`src/rtl/wta_if.sv`:
```
// Signal bundle between the output-layer neuron array and the WTA scheduler.
// The scheduler connects to the slave modport. The neuron/learning side connects to the master modport.
interface wta_if #(
  parameter int N_NEURON = 10,
  parameter int ID_W     = 4,
  parameter int CNT_W    = 8
);
  logic                enable;
  logic                learn;
  logic [N_NEURON-1:0] spike;
  logic [N_NEURON-1:0] inhibition;
  logic [N_NEURON-1:0] learn_grant;
  logic [ID_W-1:0]     winner_id;
  logic                winner_valid;
  logic                busy;
  logic [CNT_W-1:0]    drop_cnt;
  logic [1:0]          state_dbg;
  logic [ID_W-1:0]     ptr_dbg;

  // winner_valid qualifies winner_id for exactly one cycle. There is no ready:
  // the consumer must take the grant in that cycle. spike is level-sampled and never back-pressured.
  modport master (
    output enable, learn, spike,
    input  inhibition, learn_grant, winner_id, winner_valid, busy, drop_cnt,
    input  state_dbg, ptr_dbg
  );

  modport slave (
    input  enable, learn, spike,
    output inhibition, learn_grant, winner_id, winner_valid, busy, drop_cnt,
    output state_dbg, ptr_dbg
  );
endinterface

```
`src/rtl/wta_inhibit_scheduler.sv`:
```
// Winner-take-all scheduler: round-robin grant of one spiking neuron, then a timed
// lateral-inhibition window and an all-neuron recovery window. Learning is gated to the winner.
module wta_inhibit_scheduler #(
  parameter int N_NEURON       = 10,
  parameter int ID_W           = 4,
  parameter int INHIB_CYCLES   = 16,
  parameter int RECOVER_CYCLES = 4,
  parameter int CNT_W          = 8
) (
  input logic  clk,
  input logic  rst,
  wta_if.slave bus
);
  typedef enum logic [1:0] {IDLE = 2'd0, INHIBIT = 2'd1, RECOVER = 2'd2} state_t;

  state_t              state, state_nxt;
  logic [CNT_W-1:0]    cnt, cnt_nxt;
  logic [CNT_W-1:0]    drop_q, drop_nxt;
  logic [ID_W-1:0]     ptr, ptr_nxt;
  logic [ID_W-1:0]     id_q, id_nxt;
  logic [ID_W-1:0]     win, hi_win, lo_win;
  logic                hi_found, grant;
  logic                learn_lat, learn_lat_nxt;
  logic [N_NEURON-1:0] win_oh, inh_q, inh_nxt, lg_q, lg_nxt;
  logic                valid_q, busy_q;

  // Lowest set bit at or above ptr, otherwise the lowest set bit overall (wrap).
  always_comb begin
    hi_found = 1'b0;
    hi_win   = '0;
    lo_win   = '0;
    for (int j = N_NEURON - 1; j >= 0; j--) begin
      if (bus.spike[j]) begin
        lo_win = ID_W'(j);
        if (ID_W'(j) >= ptr) begin
          hi_found = 1'b1;
          hi_win   = ID_W'(j);
        end
      end
    end
    win = hi_found ? hi_win : lo_win;
  end

  always_comb begin
    state_nxt     = state;
    cnt_nxt       = cnt;
    ptr_nxt       = ptr;
    learn_lat_nxt = learn_lat;
    id_nxt        = id_q;
    grant         = 1'b0;
    drop_nxt      = drop_q;
    unique case (state)
      IDLE: begin
        if (bus.enable && (|bus.spike)) begin
          grant         = 1'b1;
          state_nxt     = INHIBIT;
          cnt_nxt       = CNT_W'(INHIB_CYCLES - 1);
          ptr_nxt       = (win == ID_W'(N_NEURON - 1)) ? '0 : win + 1'b1;
          learn_lat_nxt = bus.learn;
          id_nxt        = win;
        end
      end
      INHIBIT: begin
        if (cnt == '0) begin
          if (RECOVER_CYCLES > 0) begin
            state_nxt = RECOVER;
            cnt_nxt   = CNT_W'(RECOVER_CYCLES - 1);
          end else begin
            state_nxt = IDLE;
          end
        end else begin
          cnt_nxt = cnt - 1'b1;
        end
      end
      RECOVER: begin
        if (cnt == '0) state_nxt = IDLE;
        else           cnt_nxt   = cnt - 1'b1;
      end
      default: state_nxt = IDLE;
    endcase

    if ((state != IDLE) && (|bus.spike) && (drop_q != '1)) drop_nxt = drop_q + 1'b1;

    // Outputs are registered from the next state so they line up with the state they describe.
    win_oh  = N_NEURON'(1) << id_nxt;
    inh_nxt = '0;
    lg_nxt  = '0;
    unique case (state_nxt)
      INHIBIT: begin
        inh_nxt = ~win_oh;
        if (learn_lat_nxt) lg_nxt = win_oh;
      end
      RECOVER: inh_nxt = '1;
      default: inh_nxt = '0;
    endcase
  end

  always_ff @(posedge clk) begin
    if (rst) begin
      state     <= IDLE;
      cnt       <= '0;
      ptr       <= '0;
      learn_lat <= 1'b0;
      id_q      <= '0;
      drop_q    <= '0;
      inh_q     <= '0;
      lg_q      <= '0;
      valid_q   <= 1'b0;
      busy_q    <= 1'b0;
    end else begin
      state     <= state_nxt;
      cnt       <= cnt_nxt;
      ptr       <= ptr_nxt;
      learn_lat <= learn_lat_nxt;
      id_q      <= id_nxt;
      drop_q    <= drop_nxt;
      inh_q     <= inh_nxt;
      lg_q      <= lg_nxt;
      valid_q   <= grant;
      busy_q    <= (state_nxt != IDLE);
    end
  end

  assign bus.inhibition   = inh_q;
  assign bus.learn_grant  = lg_q;
  assign bus.winner_id    = id_q;
  assign bus.winner_valid = valid_q;
  assign bus.busy         = busy_q;
  assign bus.drop_cnt     = drop_q;
  assign bus.state_dbg    = state;
  assign bus.ptr_dbg      = ptr;
endmodule
```
`src/flat_wrapper.sv`:
```
// flat-port wrapper written by rule: the top's interface ports become plain ports
module wta_inhibit_scheduler_flat 
#(
  parameter int N_NEURON       = 10,
  parameter int ID_W           = 4,
  parameter int INHIB_CYCLES   = 16,
  parameter int RECOVER_CYCLES = 4,
  parameter int CNT_W          = 8
)
  (clk, rst, bus_enable, bus_learn, bus_spike, bus_inhibition, bus_learn_grant, bus_winner_id, bus_winner_valid, bus_busy, bus_drop_cnt, bus_state_dbg, bus_ptr_dbg);
  wta_if #(.N_NEURON(N_NEURON), .ID_W(ID_W), .CNT_W(CNT_W)) bus_i ();
  input logic clk;
  input logic rst;
  input wire logic [$bits(bus_i.enable)-1:0] bus_enable;
  input wire logic [$bits(bus_i.learn)-1:0] bus_learn;
  input wire logic [$bits(bus_i.spike)-1:0] bus_spike;
  output wire logic [$bits(bus_i.inhibition)-1:0] bus_inhibition;
  output wire logic [$bits(bus_i.learn_grant)-1:0] bus_learn_grant;
  output wire logic [$bits(bus_i.winner_id)-1:0] bus_winner_id;
  output wire logic [$bits(bus_i.winner_valid)-1:0] bus_winner_valid;
  output wire logic [$bits(bus_i.busy)-1:0] bus_busy;
  output wire logic [$bits(bus_i.drop_cnt)-1:0] bus_drop_cnt;
  output wire logic [$bits(bus_i.state_dbg)-1:0] bus_state_dbg;
  output wire logic [$bits(bus_i.ptr_dbg)-1:0] bus_ptr_dbg;
  assign bus_i.enable = bus_enable;
  assign bus_i.learn = bus_learn;
  assign bus_i.spike = bus_spike;
  assign bus_inhibition = bus_i.inhibition;
  assign bus_learn_grant = bus_i.learn_grant;
  assign bus_winner_id = bus_i.winner_id;
  assign bus_winner_valid = bus_i.winner_valid;
  assign bus_busy = bus_i.busy;
  assign bus_drop_cnt = bus_i.drop_cnt;
  assign bus_state_dbg = bus_i.state_dbg;
  assign bus_ptr_dbg = bus_i.ptr_dbg;
  wta_inhibit_scheduler #(.N_NEURON(N_NEURON), .ID_W(ID_W), .INHIB_CYCLES(INHIB_CYCLES), .RECOVER_CYCLES(RECOVER_CYCLES), .CNT_W(CNT_W)) u_core (.clk(clk), .rst(rst), .bus(bus_i));
endmodule
```
`config.mk`:
```
export PLATFORM = sky130hd
export DESIGN_NAME = wta_inhibit_scheduler_flat
export DESIGN_NICKNAME = d
export VERILOG_FILES = /design/src/rtl/wta_if.sv /design/src/rtl/wta_inhibit_scheduler.sv /design/src/flat_wrapper.sv
export SDC_FILE = /design/constraint.sdc
export NUM_CORES = 1
export LEC_CHECK = 0
export ABC_AREA = 1
export BUFFER_PORTS_ARGS = -buffer_cell sky130_fd_sc_hd__buf_2
export CAP_MARGIN = 20
export CORE_MARGIN = 2
export CORE_UTILIZATION = 45
export CTS_BUF_LIST = sky130_fd_sc_hd__clkbuf_2 sky130_fd_sc_hd__clkbuf_4 sky130_fd_sc_hd__clkbuf_8
export DETAILED_ROUTE_END_ITERATION = 10
export PLACE_DENSITY_LB_ADDON = 0.12
export SYNTH_ARGS = -nofsm -noshare
export SYNTH_HDL_FRONTEND = slang
export SYNTH_SLANG_ARGS = --single-unit
```
`constraint.sdc`:
```
create_clock -name clk -period 5.98 [get_ports clk]
set_input_delay 0.299 -clock clk [delete_from_list [all_inputs] [get_ports clk]]
set_output_delay 0.299 -clock clk [all_outputs]
set_load 0.02 [all_outputs]
```
==> impl_metrics.csv, run 1 <==
group,metric,value,unit
clocking,clockBufferDepth,2,
yosys,yosys.cell_count.top_type,"sky130_fd_sc_hd__nand2_1",
worst_hold_path,path_type_of_the_worst_min_delay_path,"in -> reg",
clocking,cts_max_level,2,
sta,finalHoldWorstSlack,302,ps
yosys,synth_nets,375,
yosys,ys_ff_latch,49,
floorplan,std_cell_rows,26,
clocking,clock_latency,310,ps
global_route,antenna_found_initial,0,
yosys,asyncSetResetFlopFracSynth,0,%
clocking,cts_setup_buffers,0,
global_route,gr-total-overflow,0,
power,post-layout-total-power,0.000777,W
yosys,syn_inst_count,352,
floorplan,ioPinCount,54,
setup_path,worst-endpoint-required,6220,ps
sta,post-route-period-util,45.2,%
yosys,synthDominantCellAreaShare,39.8,%
job,maxCapViolations,0,
sta,setup_violating_endpoint_count_in_the_final_report,0,
yosys,ys_seq_area_share,39.8,%
outcome,outcome,"complete, no violations",
final_layout,final_nets,430,
yosys,post-synth-top-area-cell,"sky130_fd_sc_hd__dfxtp_1",
routing,avgViaCountPerCell,5.04,
placed_design,dpl.hpwl,4370,um
routing,finalWirelength,5710,um
final_layout,layout-area-overhead-vs-synth,17.5,%
routing,wl_per_cell,11.9,um
sta,tns,0,ps
setup_path,timing.setup.critical_path_class,"reg -> reg",
sta,tightestPinTransition,745,ps
setup_path,end_kind,"register",
yosys,synth_ff_type,"sky130_fd_sc_hd__dfxtp_1",
global_route,grt_util_all_layers,20.0,%
sta,skew,10.4,ps
yosys,post_synth_main_area_contributors,"sky130_fd_sc_hd__dfxtp_1, sky130_fd_sc_hd__nand2_1, sky130_fd_sc_hd__nor2_1",
clocking,cts-resized-gates,0,
setup_path,critPathLaunchType,"register",
routing,initialDrtViolationCount,67,
yosys,ys_top_cells_by_count,"sky130_fd_sc_hd__nand2_1, sky130_fd_sc_hd__nor2_1, sky130_fd_sc_hd__dfxtp_1",
floorplan,initial_utilization,47.3,%
clocking,cts.root.buffer_cell,"sky130_fd_sc_hd__clkbuf_8",
yosys,synth_edf_count,0,
power,maximum_vdd_drop,0.000194,V
global_route,first_pass_grt_wire_length,9800,um
yosys,mappedNetlistArea,2460,um2
placed_design,dp.cells,470,
final_layout,antennaDiodeCount,0,
routing,via_count,2410,
sta,grt_setup_unrepaired,"no",
sta,fmaxAchievable,370,MHz
yosys,ys_types,36,
clocking,cts_hold_buf,0,
sta,hold_viol,0,
setup_path,crit_path_max_incr_delay,590,ps
clocking,clock_tree_from_tritoncts,"yes",
global_route,first_global_vias,2263,
yosys,synth-warning-count,0,
power,static-leakage-power,1.39,nW
placed_design,gpl.final_weighted_congestion,0.909,
clocking,tritoncts_buffer_count,5,
yosys,avgSynthCellArea,7.00,um2
sta,final-max-slew-violation-count,0,
setup_path,critical_path_cell_by_cell,"inv_1 > ha_1 > inv_1 > nor2_1 > inv_2 > a21oi_1 > ha_1 > nand2_1 > nor2_1",
clocking,cts.clk_slew.worst_paths,100,ps
final_layout,drive_above_1_share,18.6,%
setup_path,timing.critical_path.fanout_max,14,
clocking,cts_sinks,49,
sta,finalWorstPathRequiredPeriod,2700,ps
routing,drc,0,
placed_design,portBuffers,53,
floorplan,die_area,6080,um2
final_layout,finalNonFillerCells,478,
routing,final_antenna_net_count,0,
floorplan,design.core.area,5200,um2
global_route,grt_max_degree,19,
setup_path,worst_endpoint_data_arrival_time,2940,ps
power,power_density,269,nW/um2
routing,1st_pass_router_iterations,4,
setup_path,worst_path_max_delay_cell,"sky130_fd_sc_hd__nor2_1",
floorplan,die_y,78.0,um
floorplan,die-width,78.0,um
sta,timing.slew.headroom,50.1,%
[cell usage in the layout (no fill, tap or decap), drive strengths merged, types with 3 or more instances in the layout]
cell type,netlist,routed
or2,4,4
nor2,56,56
a221oi,3,3
dfxtp,49,49
xor2,3,3
nand3,14,14
ha,9,9
clkbuf,5,5
o21ai,26,26
nor3,8,8
nand4,3,3
inv,45,48
a21oi,32,32
buf,0,53
o211ai,6,6
nand2,74,74
[cell type report]
class,instances,area [um2]
clock inverters,3,28.8
multi-input cells,252,1290
inverters,46,173
repair buffers,53,265
clock buffers,5,68.8
well taps,70,87.6
fillers,539,2310
flip-flops and latches,49,981
[critical path, delay by kind of cell (launching register included)]
family	cells	cell delay (ps)
flip-flops	1	360
AO/OA/AOI/OAI	1	250
adder cells (fa/ha/maj)	2	600
AND/OR/NAND/NOR	3	1040
buffers and inverters	3	370
[worst paths after layout]
check,start,endpoint,slack [ps],cells past startpoint
min,bus_learn,u_core.learn_lat,300,3
max,u_core.bus.state_dbg[0],u_core.bus.learn_grant[3],3280,9
max reg2reg,u_core.bus.state_dbg[0],u_core.bus.learn_grant[3],3280,9
min reg2reg,u_core.cnt[5],u_core.cnt[5],470,2
[logic make-up after synthesis]
group,share of synthesized area [%]
fa+ha+maj,4.57
simple gates,28.6
flops,39.8
buf+inv,7.77
xor+xnor,1.07
compound gates,18.1
[metrics by stage]
step	cell area [um2]	setup WS [ps]	utilization, %
after floorplan	2460	3810	-
after global placement	2800	3370	53.7
after global routing	2890	2880	55.6
after detailed placement	2800	3250	53.7
after CTS	2890	3260	55.6
final	2890	3280	55.6
[sequential cells by signal, indices dropped and copies added (netlist names)]
signal and count:
u_core.bus.winner_valid 1, u_core.bus.drop_cnt 8, u_core.bus.ptr_dbg 4, u_core.bus.busy 1, u_core.learn_lat 1, u_core.cnt 8, u_core.bus.state_dbg 2, u_core.bus.winner_id 4
u_core.bus.inhibition 10, u_core.bus.learn_grant 10
[layer usage]
| metal | track usage [%] | share of wire, % | up-vias |
|---|---|---|---|
| li1 | - | - | 1261 |
| met2 | 34.0 | 47 | 60 |
| met3 | 4.07 | 4.4 | 7 |
| met1 | 25.9 | 48 | 1082 |
| met4 | 5.44 | 1.3 | 0 |
| met5 | 0 | 0 | - |
[power by group]
part | switching [W] | internal [W] | total (W) | leakage [nW]
Sequential | 0.0000161 | 0.000350 | 0.000366 | 0.400
Combinational | 0.000135 | 0.0000643 | 0.000199 | 0.943
Clock | 0.000124 | 0.0000885 | 0.000212 | 0.0511
Note: power is estimated with default switching activity, not from simulation.
==> run 2: changes to the inputs <==
==> constraint.sdc (replaced) <==
create_clock -name clk -period 2.7 [get_ports clk]
set_input_delay 0.135 -clock clk [delete_from_list [all_inputs] [get_ports clk]]
set_output_delay 0.135 -clock clk [all_outputs]
set_load 0.02 [all_outputs]
==> impl_metrics.csv, run 2 (synthesis results as in run 1) <==
group,metric,value,unit
final_layout,layout_common_cells,"sky130_fd_sc_hd__nand2_1, sky130_fd_sc_hd__nor2_1, sky130_fd_sc_hd__buf_2",
placed_design,dp.cells,474,
floorplan,design.core.area,5200,um2
global_route,antenna_found_initial,0,
sta,finalHoldWorstSlack,146,ps
sta,skew,9.14,ps
routing,wl_per_cell,11.9,um
clocking,clockBufferDepth,2,
routing,finalWirelength,5750,um
clocking,cts_sinks,49,
sta,tightestPinTransition,510,ps
setup_path,cpMostUsedCell,"sky130_fd_sc_hd__nand2_1",
sta,hold_viol,0,
setup_path,worst_path_max_delay_cell,"sky130_fd_sc_hd__dfxtp_1",
final_layout,most_frequent_standard_cell_in_the_layout_excluding_fill_and_tap_cells,"sky130_fd_sc_hd__nand2_1",
placed_design,portBuffers,53,
global_route,grt_util_all_layers,19.9,%
floorplan,std_cell_rows,26,
global_route,gr-total-overflow,0,
setup_path,critPathLaunchType,"register",
clocking,clock_latency,310,ps
global_route,first_global_vias,2189,
routing,avgViaCountPerCell,4.88,
global_route,grt_max_degree,18,
floorplan,initial_utilization,47.3,%
setup_path,worst-endpoint-required,2910,ps
setup_path,critical_path_cell_by_cell,"o21ai_1 > nand2_1 > o21ai_1 > a21oi_2 > o221ai_2 > a21oi_2 > o21ai_2 > a21oi_4 > nand3_2 > nand2_2 > a21oi_1 > nor2_1 > nand2_1 > nand2_1 > a21oi_1",
final_layout,antennaDiodeCount,0,
power,maximum_vdd_drop,0.000372,V
sta,final-max-slew-violation-count,0,
final_layout,final_area,2930,um2
final_layout,final_nets,434,
final_layout,filler_cell_count,542,
final_layout,finalNonFillerCells,482,
setup_path,end_kind,"register",
clocking,cts.root.buffer_cell,"sky130_fd_sc_hd__clkbuf_8",
final_layout,layout-area-overhead-vs-synth,18.9,%
job,maxCapViolations,0,
clocking,cts_setup_buffers,0,
sta,setup_violating_endpoint_count_in_the_final_report,0,
routing,1st_pass_router_iterations,4,
final_layout,drive_above_1_share,20.1,%
placed_design,gpl.final_weighted_congestion,0.877,
routing,via_count,2353,
sta,timing.slew.headroom,65.7,%
setup_path,timing.critical_path.fanout_max,8,
setup_path,worst_endpoint_data_arrival_time,2630,ps
floorplan,die-width,78.0,um
placed_design,placement.cell_area,2830,um2
routing,drc,0,
clocking,tritoncts_buffer_count,5,
floorplan,die_area,6080,um2
sta,post-route-period-util,89.7,%
floorplan,die_y,78.0,um
clocking,cts.clk_slew.worst_paths,100,ps
sta,post-route-worst-setup-slack,278,ps
global_route,first_pass_grt_wire_length,9800,um
routing,initialDrtViolationCount,77,
floorplan,ioPinCount,54,
sta,grt_setup_unrepaired,"no",
placed_design,placement.setup.worst_slack,187,ps
sta,finalWorstPathRequiredPeriod,2420,ps
sta,fmaxAchievable,413,MHz
placed_design,dpl.hpwl,4340,um
worst_hold_path,path_type_of_the_worst_min_delay_path,"in -> reg",
setup_path,crit_path_max_incr_delay,520,ps
outcome,outcome,"complete, no violations",
clocking,clock_tree_from_tritoncts,"yes",
power,static-leakage-power,1.41,nW
clocking,cts_max_level,2,
power,power_density,589,nW/um2
routing,final_antenna_net_count,0,
setup_path,timing.setup.critical_path_class,"reg -> reg",
sta,tns,0,ps
[run 2: cell count changes in the layout (fill, tap and decap cells not counted)]
cell                         before  now
sky130_fd_sc_hd__nor2_1          55   54
sky130_fd_sc_hd__buf_4            0    4
sky130_fd_sc_hd__clkinvlp_4       0    2
sky130_fd_sc_hd__dfxtp_2          0    1
sky130_fd_sc_hd__dfxtp_1         49   48
sky130_fd_sc_hd__nand2_2          2    3
sky130_fd_sc_hd__nand2_1         72   71
sky130_fd_sc_hd__inv_6            2    0
sky130_fd_sc_hd__nor2_2           1    2
[run 2: per-layer routing]
layer	up-vias	global-route usage (%)	wire, um
met2	43	33.7	2640
met4	0	5.61	57
li1	1264	-	-
met3	5	4.19	240
met5	-	0	0
met1	1041	25.5	2810
[run 2: worst paths after layout]
kind / from / to / slack (ps) / cells past startpoint
max: u_core.bus.ptr_dbg[1] / u_core.bus.inhibition[1] / 280 / 15
min: bus_learn / u_core.learn_lat / 150 / 3
max reg2reg: u_core.bus.ptr_dbg[1] / u_core.bus.inhibition[1] / 280 / 15
min reg2reg: u_core.cnt[5] / u_core.cnt[5] / 480 / 2
[run 2: worst max-delay path, delay by kind of cell, from the launching register on]
kind,cells,cell delay (ps)
compound gates,9,1010
simple gates,6,770
flops,1,520
[run 2: final cells by class]
| class | instances | area, um2 | area share [%] |
|---|---|---|---|
| clock buffer | 5 | 68.8 | 2.35 |
| clock inverter | 3 | 26.3 | 0.897 |
| inverter | 46 | 173 | 5.90 |
| multi-input combinational | 252 | 1290 | 44.2 |
| sequential | 49 | 982 | 33.5 |
| tap | 70 | 87.6 | 2.99 |
| timing repair buffer | 57 | 295 | 10.1 |
[run 2: what timing repair did]
action                                  in CTS  in global routing
hold buffers                                 0                  0
endpoints found under the setup margin       0                 14
gates resized for setup                      0                  3
[run 2: metrics by stage]
step | total power (W) | utilization, %
global route | 0.00183 | 56.3
finish | 0.00172 | 56.3
floorplan | 0.00114 | -
detailed placement | 0.00127 | 54.3
CTS | 0.00173 | 56.1
global placement | 0.00127 | 54.3
[run 2: report_power, final]
group	internal, W	switching [W]	total, W
clock	0.000189	0.000271	0.000460
combinational	0.000149	0.000305	0.000453
sequential	0.000775	0.0000342	0.000810
total	0.00111	0.000610	0.00172
